### config.mk
export PLATFORM = sky130hd
export DESIGN_NAME = chan_fsm_array
export DESIGN_NICKNAME = d
export VERILOG_FILES = /design/src/rtl/chan_fsm_pkg.sv /design/src/rtl/chan_fsm_array_arbiter.sv /design/src/rtl/chan_fsm_array.sv
export SDC_FILE = /design/constraint.sdc
export NUM_CORES = 1
export LEC_CHECK = 0
export BUFFER_PORTS_ARGS = -buffer_cell sky130_fd_sc_hd__buf_2
export CAP_MARGIN = 5
export CORE_UTILIZATION = 55
export CTS_CLUSTER_SIZE = 12
export DETAILED_ROUTE_END_ITERATION = 16
export PLACE_DENSITY = 0.77
export SYNTH_ARGS = -nofsm -noshare
export SYNTH_HDL_FRONTEND = slang
export SYNTH_HIERARCHICAL = 1
export SYNTH_SLANG_ARGS = --single-unit
### constraint.sdc
create_clock -name clk -period 5.4 [get_ports clk]
set_input_delay 1.08 -clock clk [delete_from_list [all_inputs] [get_ports clk]]
set_output_delay 1.08 -clock clk [all_outputs]
set_load 0.03 [all_outputs]
### src/rtl/chan_fsm_pkg.sv
// -----------------------------------------------------------------------------
// chan_fsm_pkg
//   Shared types for the multi-channel state-machine array.
//   state_t : per-channel lifecycle IDLE -> REQ -> BUSY -> DONE -> IDLE.
//   It is exported on the top-level ports as a packed array, so waveform
//   viewers show the symbolic state of every channel.
// -----------------------------------------------------------------------------
package chan_fsm_pkg;

    typedef enum logic [1:0] {
        ST_IDLE = 2'd0,
        ST_REQ  = 2'd1,
        ST_BUSY = 2'd2,
        ST_DONE = 2'd3
    } state_t;

endpackage : chan_fsm_pkg

### src/rtl/chan_fsm_array_arbiter.sv
// -----------------------------------------------------------------------------
// rr_arbiter
//   Round-robin arbiter for N requesters sharing one resource.
//   Ports:
//     clk   : rising-edge clock
//     rst_n : asynchronous active-low reset (pointer returns to 0)
//     req   : per-requester request vector
//     en    : resource free this cycle; no grant is issued while low
//     gnt   : combinational one-hot grant, or all zero
//   The search starts at the pointer and wraps modulo N, so the first
//   requester at or after the pointer wins. The pointer moves to the slot
//   just after the winner, and only when a grant is actually issued.
// -----------------------------------------------------------------------------
module rr_arbiter #(
    parameter int N = 4
) (
    input  logic         clk,
    input  logic         rst_n,
    input  logic [N-1:0] req,
    input  logic         en,
    output logic [N-1:0] gnt
);

    localparam int PTR_W = (N > 1) ? $clog2(N) : 1;

    logic [PTR_W-1:0] ptr_q;
    logic [PTR_W-1:0] ptr_d;
    logic [PTR_W-1:0] gnt_idx;
    logic [PTR_W-1:0] cand;
    logic             found;

    // Rotating priority search: candidate i is (ptr + i) mod N.
    always_comb begin
        // NOTE: every combinational output gets a default before any branch;
        // a path that leaves one unassigned would infer a latch.
        gnt     = '0;
        gnt_idx = '0;
        cand    = '0;
        found   = 1'b0;
        for (int i = 0; i < N; i++) begin
            cand = PTR_W'((int'(ptr_q) + i) % N);
            if (!found && en && req[cand]) begin
                found   = 1'b1;
                gnt_idx = cand;
            end
        end
        if (found) begin
            gnt[gnt_idx] = 1'b1;
        end
    end

    // Advance past the winner only when something was granted.
    always_comb begin
        ptr_d = ptr_q;
        if (found) begin
            ptr_d = (gnt_idx == PTR_W'(N - 1)) ? '0 : gnt_idx + PTR_W'(1);
        end
    end

    always_ff @(posedge clk or negedge rst_n) begin
        if (!rst_n) begin
            ptr_q <= '0;
        end else begin
            // NOTE: sequential state is updated with non-blocking assignments
            // so every register samples pre-edge values, independent of
            // process ordering.
            ptr_q <= ptr_d;
        end
    end

endmodule : rr_arbiter

### src/rtl/chan_fsm_array.sv
// -----------------------------------------------------------------------------
// chan_fsm_array
//   NCHAN identical channel state machines sharing one serialised resource.
//   Each channel walks IDLE -> REQ -> BUSY -> DONE -> IDLE. A channel in BUSY
//   owns the resource for exactly len cycles; a round-robin arbiter hands the
//   resource to REQ channels only when no channel is BUSY.
//
//   Parameters:
//     NCHAN : number of channels (2..16)
//     CNT_W : width of the per-channel busy-length field
//   Ports:
//     clk        : rising-edge clock
//     rst_n      : asynchronous active-low reset
//     start_i    : per-channel start, sampled only in IDLE
//     len_i      : busy length, channel k in [k*CNT_W +: CNT_W], latched
//                  together with start
//     done_ack_i : per-channel acknowledge, consumed only in DONE
//     state_o    : registered state of every channel (packed enum array)
//     grant_o    : combinational one-hot grant (or zero) this cycle
//     done_o     : high while the channel is in DONE
//     busy_o     : high while any channel is in BUSY
//     active_o   : number of channels not in IDLE
//
//   Every output is decoded from registered state, so an asynchronous reset
//   clears all of them immediately without waiting for a clock.
// -----------------------------------------------------------------------------
module chan_fsm_array
    import chan_fsm_pkg::*;
#(
    parameter int NCHAN = 4,
    parameter int CNT_W = 8
) (
    input  logic                         clk,
    input  logic                         rst_n,
    input  logic [NCHAN-1:0]             start_i,
    input  logic [NCHAN*CNT_W-1:0]       len_i,
    input  logic [NCHAN-1:0]             done_ack_i,
    output state_t [NCHAN-1:0]           state_o,
    output logic [NCHAN-1:0]             grant_o,
    output logic [NCHAN-1:0]             done_o,
    output logic                         busy_o,
    output logic [$clog2(NCHAN+1)-1:0]   active_o
);

    localparam int ACT_W = $clog2(NCHAN + 1);

    logic [NCHAN-1:0] req_vec;
    logic [NCHAN-1:0] busy_vec;
    logic             res_free;

    // The resource is free only when nobody is BUSY. A channel leaving BUSY
    // on an edge frees it for the following cycle, which gives the
    // one-cycle gap between consecutive BUSY periods.
    assign res_free = ~|busy_vec;

    rr_arbiter #(
        .N (NCHAN)
    ) u_arb (
        .clk   (clk),
        .rst_n (rst_n),
        .req   (req_vec),
        .en    (res_free),
        .gnt   (grant_o)
    );

    // -------------------------------------------------------------------------
    // Per-channel FSM and busy counter
    // -------------------------------------------------------------------------
    for (genvar k = 0; k < NCHAN; k++) begin : g_chan
        state_t           st_q;
        state_t           st_d;
        logic [CNT_W-1:0] len_q;
        logic [CNT_W-1:0] cnt_q;
        logic             req_k;
        logic             busy_k;
        logic             done_k;

        // State register.
        always_ff @(posedge clk or negedge rst_n) begin
            if (!rst_n) begin
                st_q <= ST_IDLE;
            end else begin
                st_q <= st_d;
            end
        end

        // Next-state logic. start is only looked at in IDLE and done_ack only
        // in DONE, so either input is ignored everywhere else.
        always_comb begin
            st_d = st_q;
            case (st_q)
                ST_IDLE: if (start_i[k])    st_d = ST_REQ;
                ST_REQ:  if (grant_o[k])    st_d = (len_q != '0) ? ST_BUSY : ST_DONE;
                ST_BUSY: if (cnt_q == '0)   st_d = ST_DONE;
                ST_DONE: if (done_ack_i[k]) st_d = ST_IDLE;
                default:                    st_d = ST_IDLE;
            endcase
        end

        // Output decode.
        always_comb begin
            req_k  = (st_q == ST_REQ);
            busy_k = (st_q == ST_BUSY);
            done_k = (st_q == ST_DONE);
        end

        assign state_o[k]  = st_q;
        assign req_vec[k]  = req_k;
        assign busy_vec[k] = busy_k;
        assign done_o[k]   = done_k;

        // Length latch and busy counter. The counter is loaded with len-1 on
        // the granting edge, so the channel stays BUSY for exactly len
        // cycles (it leaves BUSY on the edge where cnt is already 0).
        always_ff @(posedge clk or negedge rst_n) begin
            if (!rst_n) begin
                len_q <= '0;
                cnt_q <= '0;
            end else begin
                if (st_q == ST_IDLE && start_i[k]) begin
                    len_q <= len_i[k*CNT_W +: CNT_W];
                end
                if (st_q == ST_REQ && grant_o[k] && len_q != '0) begin
                    cnt_q <= len_q - CNT_W'(1);
                end else if (st_q == ST_BUSY && cnt_q != '0) begin
                    cnt_q <= cnt_q - CNT_W'(1);
                end
            end
        end
    end : g_chan

    // -------------------------------------------------------------------------
    // Aggregate status
    // -------------------------------------------------------------------------
    assign busy_o = |busy_vec;

    always_comb begin
        active_o = '0;
        for (int i = 0; i < NCHAN; i++) begin
            if (state_o[i] != ST_IDLE) begin
                active_o = active_o + ACT_W'(1);
            end
        end
    end

    // The shared resource is never owned by more than one channel.
    a_single_busy : assert property (
        @(posedge clk) disable iff (!rst_n) $onehot0(busy_vec)
    );

endmodule : chan_fsm_array

==> metrics <==
Seq/Total Area, Yosys 39.4%; Setup Skew 0.00962 ns; Net Count, Synth 537; Fin. Hold Viols 0; CTS Buffer Depth 2; TritonCTS buffer count 9; setup TNS 0 ns; first-pass GRT wire length 17,400 µm; vias in the first global route 3,585; crit path launch type register; Max-cap violations 0; via-per-instance ratio 5.92; io pins 62; CTS tree done; CTS clock-pin slew for the worst setup and hold paths 0.07 ns; Post-Synthesis Cells 468; period utilization 82.5%; final std cells w/o fill 640; arrival time worst endpoint 4.72 ns; RD Place Congestion 0.929; Critical Path RT 5.67 ns; layout cells sized above 1 24.7%; Hold Crit Class register to register; FILL cells 702; # setup viols final 0; core footprint 8260 µm²; Hold Slack 0.522 ns; Leak Pwr 2.30 nW; H-Tree Depth 3; RSZ-0062 raised after global routing false; Rows 33; Post-CTS Setup Bufs 0; Die W 94.4 µm; area grow syn2layout 12.1%; Final Critical Period 4.46 ns; Num Clock Sinks 74; run status completed; Power Density 654 nW/µm²; total placed cells including tap cells 625; PnR Total Power 3.44 mW; Avg Inst Size Synth 10.0 µm²; CP endpoint kind register; unique cell type count in the Yosys netlist 68; fin util 63.7%; 1st-pass router iterations 6; Max Fanout on Critical Path 7; Nets 600; Clk Latency, worst-skew pair 0.35 ns; most common flop cell mapped by yosys dfrtp_1; DRC viols 0; largest net degree at the start of global routing 49; Seq cells post-synth 74; dpl hpwl 7750 µm; Tot GR Track Use 25.4%; die area 8910 µm²; Die Y 94.4 µm; CTS Hold Bufs 0; ANT cells 0; Post-Route WL 10,200 µm; yosys warns 6; Detailed Route Iter0 Violations 235; EDFF count, synth 0; critical path type register to register; Post-Syn Area 4700 µm²; global route overflow 0; PortBufs 61; worst relative slew slack 28.4%; post-CTS sizing 0; initial core utilization 56.9%; Routed Antenna Nets 0; Slew @ Worst Pin 1.07 ns; fmax 224 MHz; Final Max Tran Viols 0; initial antenna violation count 0; maximum VDD drop 0.387 mV; Clock Tree Root clkbuf_8; routed len/inst 16.0 µm; Async S/R FF share, synth 100%; DR vias 3,789
-- worst paths after layout --
| path | start | endpoint | slack [ns] | cells past startpoint |
|---|---|---|---|---|
| setup / recovery | g_chan[1].st_q[0] | g_chan[1].cnt_q[6] | 0.94 | 17 |
| hold / removal | g_chan[2].cnt_q[1] | g_chan[2].cnt_q[1] | 0.52 | 2 |
| setup reg to reg | g_chan[1].st_q[0] | g_chan[1].cnt_q[6] | 0.94 | 17 |
| hold reg to reg | g_chan[2].cnt_q[1] | g_chan[2].cnt_q[1] | 0.52 | 2 |
| max in group asynchronous | rst_n | g_chan[0].cnt_q[5] | 3.54 | 2 |
| min in group asynchronous | rst_n | g_chan[2].cnt_q[1] | 0.92 | 1 |
-- registers in the layout, summed over array words and instances, names as in the netlist --
name and cells:
g_chan.cnt_q 32, g_chan.st_q 8, g_chan.len_q 32, u_arb/ptr_q 2
-- metal layers --
metal	GRT usage [%]	wire length, µm	up-vias
li1	-	-	1829
met5	0	0	-
met1	34.0	4600	1801
met4	9.74	174	0
met2	40.0	4790	141
met3	5.56	662	18
-- layout make-up --
type / instances / area, µm² / area share [%]
Sequential cell: 74 / 1850 / 35.2
Timing Repair Buffer: 62 / 313 / 5.94
Clock buffer: 12 / 145 / 2.76
Tap cell: 105 / 131 / 2.50
Clock inverter: 3 / 40.0 / 0.761
Multi-Input combinational cell: 358 / 2690 / 51.0
Inverter: 26 / 97.6 / 1.85
-- Yosys cell counts, types with 10 or more instances --
cell type	n	share of area (%)
mux2i_1	10	2.1
dfrtp_1	74	39
nor2_1	30	2.4
o21ai_0	24	2.6
ha_1	27	7.2
xor2_1	14	2.6
nor3_1	14	1.5
xnor2_1	21	3.9
inv_1	25	2.0
mux2_2	38	9.1
nand2_1	42	3.4
a21oi_1	22	2.3
-- placed cells by master, fill, tap and decap left out, types with 9 or more instances in the layout --
| cell type | count |
|---|---|
| buf_2 | 61 |
| mux2_2 | 38 |
| dfrtp_1 | 74 |
| ha_1 | 27 |
| o21ai_0 | 24 |
| xor2_1 | 14 |
| nor3_1 | 14 |
| clkbuf_8 | 10 |
| nor2_1 | 30 |
| nand3_1 | 9 |
| nand2_1 | 42 |
| xnor2_1 | 21 |
| inv_1 | 25 |
| a21oi_1 | 22 |
| mux2i_1 | 10 |
-- worst max-delay path: stages, from the launching register on --
cell      delay, ns
dfrtp_1        0.45
inv_1          0.10
ha_1           0.26
or4_1          0.54
inv_1          0.17
o21ai_0        0.17
a311oi_1       0.36
ha_1           0.21
and2_1         0.21
nand2_1        0.12
a31oi_1        0.42
mux2i_1        0.25
ha_1           0.25
nand2_1        0.09
or4_1          0.43
nor2_1         0.12
o221ai_1       0.12
o21ai_0        0.10
-- kinds of logic (layout without fill, tap and decap cells) --
group | count (synthesis) | after routing | share of synthesized area (%)
buffers and inverters | 36 | 103 | 3.38
and+or+nand+nor | 142 | 142 | 15.7
adders and majority gates | 27 | 27 | 7.19
DFF | 74 | 74 | 39.4
muxes | 48 | 48 | 11.2
xor gates and xnor gates | 35 | 35 | 6.53
AOI/OAI and AO/OA | 106 | 106 | 16.5
-- through the flow --
step,instance area [µm²],setup slack [ns]
after floorplan,4700,0.852
after global placement,5080,1.26
after detailed placement,5080,1.03
after CTS,5260,1.01
after global routing,5260,0.492
final,5260,0.944
-- power breakdown --
group | total, mW | internal (mW) | switching, mW
clock | 0.417 | 0.222 | 0.194
sequential | 1.17 | 0.831 | 0.341
combinational | 1.85 | 0.794 | 1.06
total | 3.44 | 1.85 | 1.59
(Power assumes the default switching activity.)
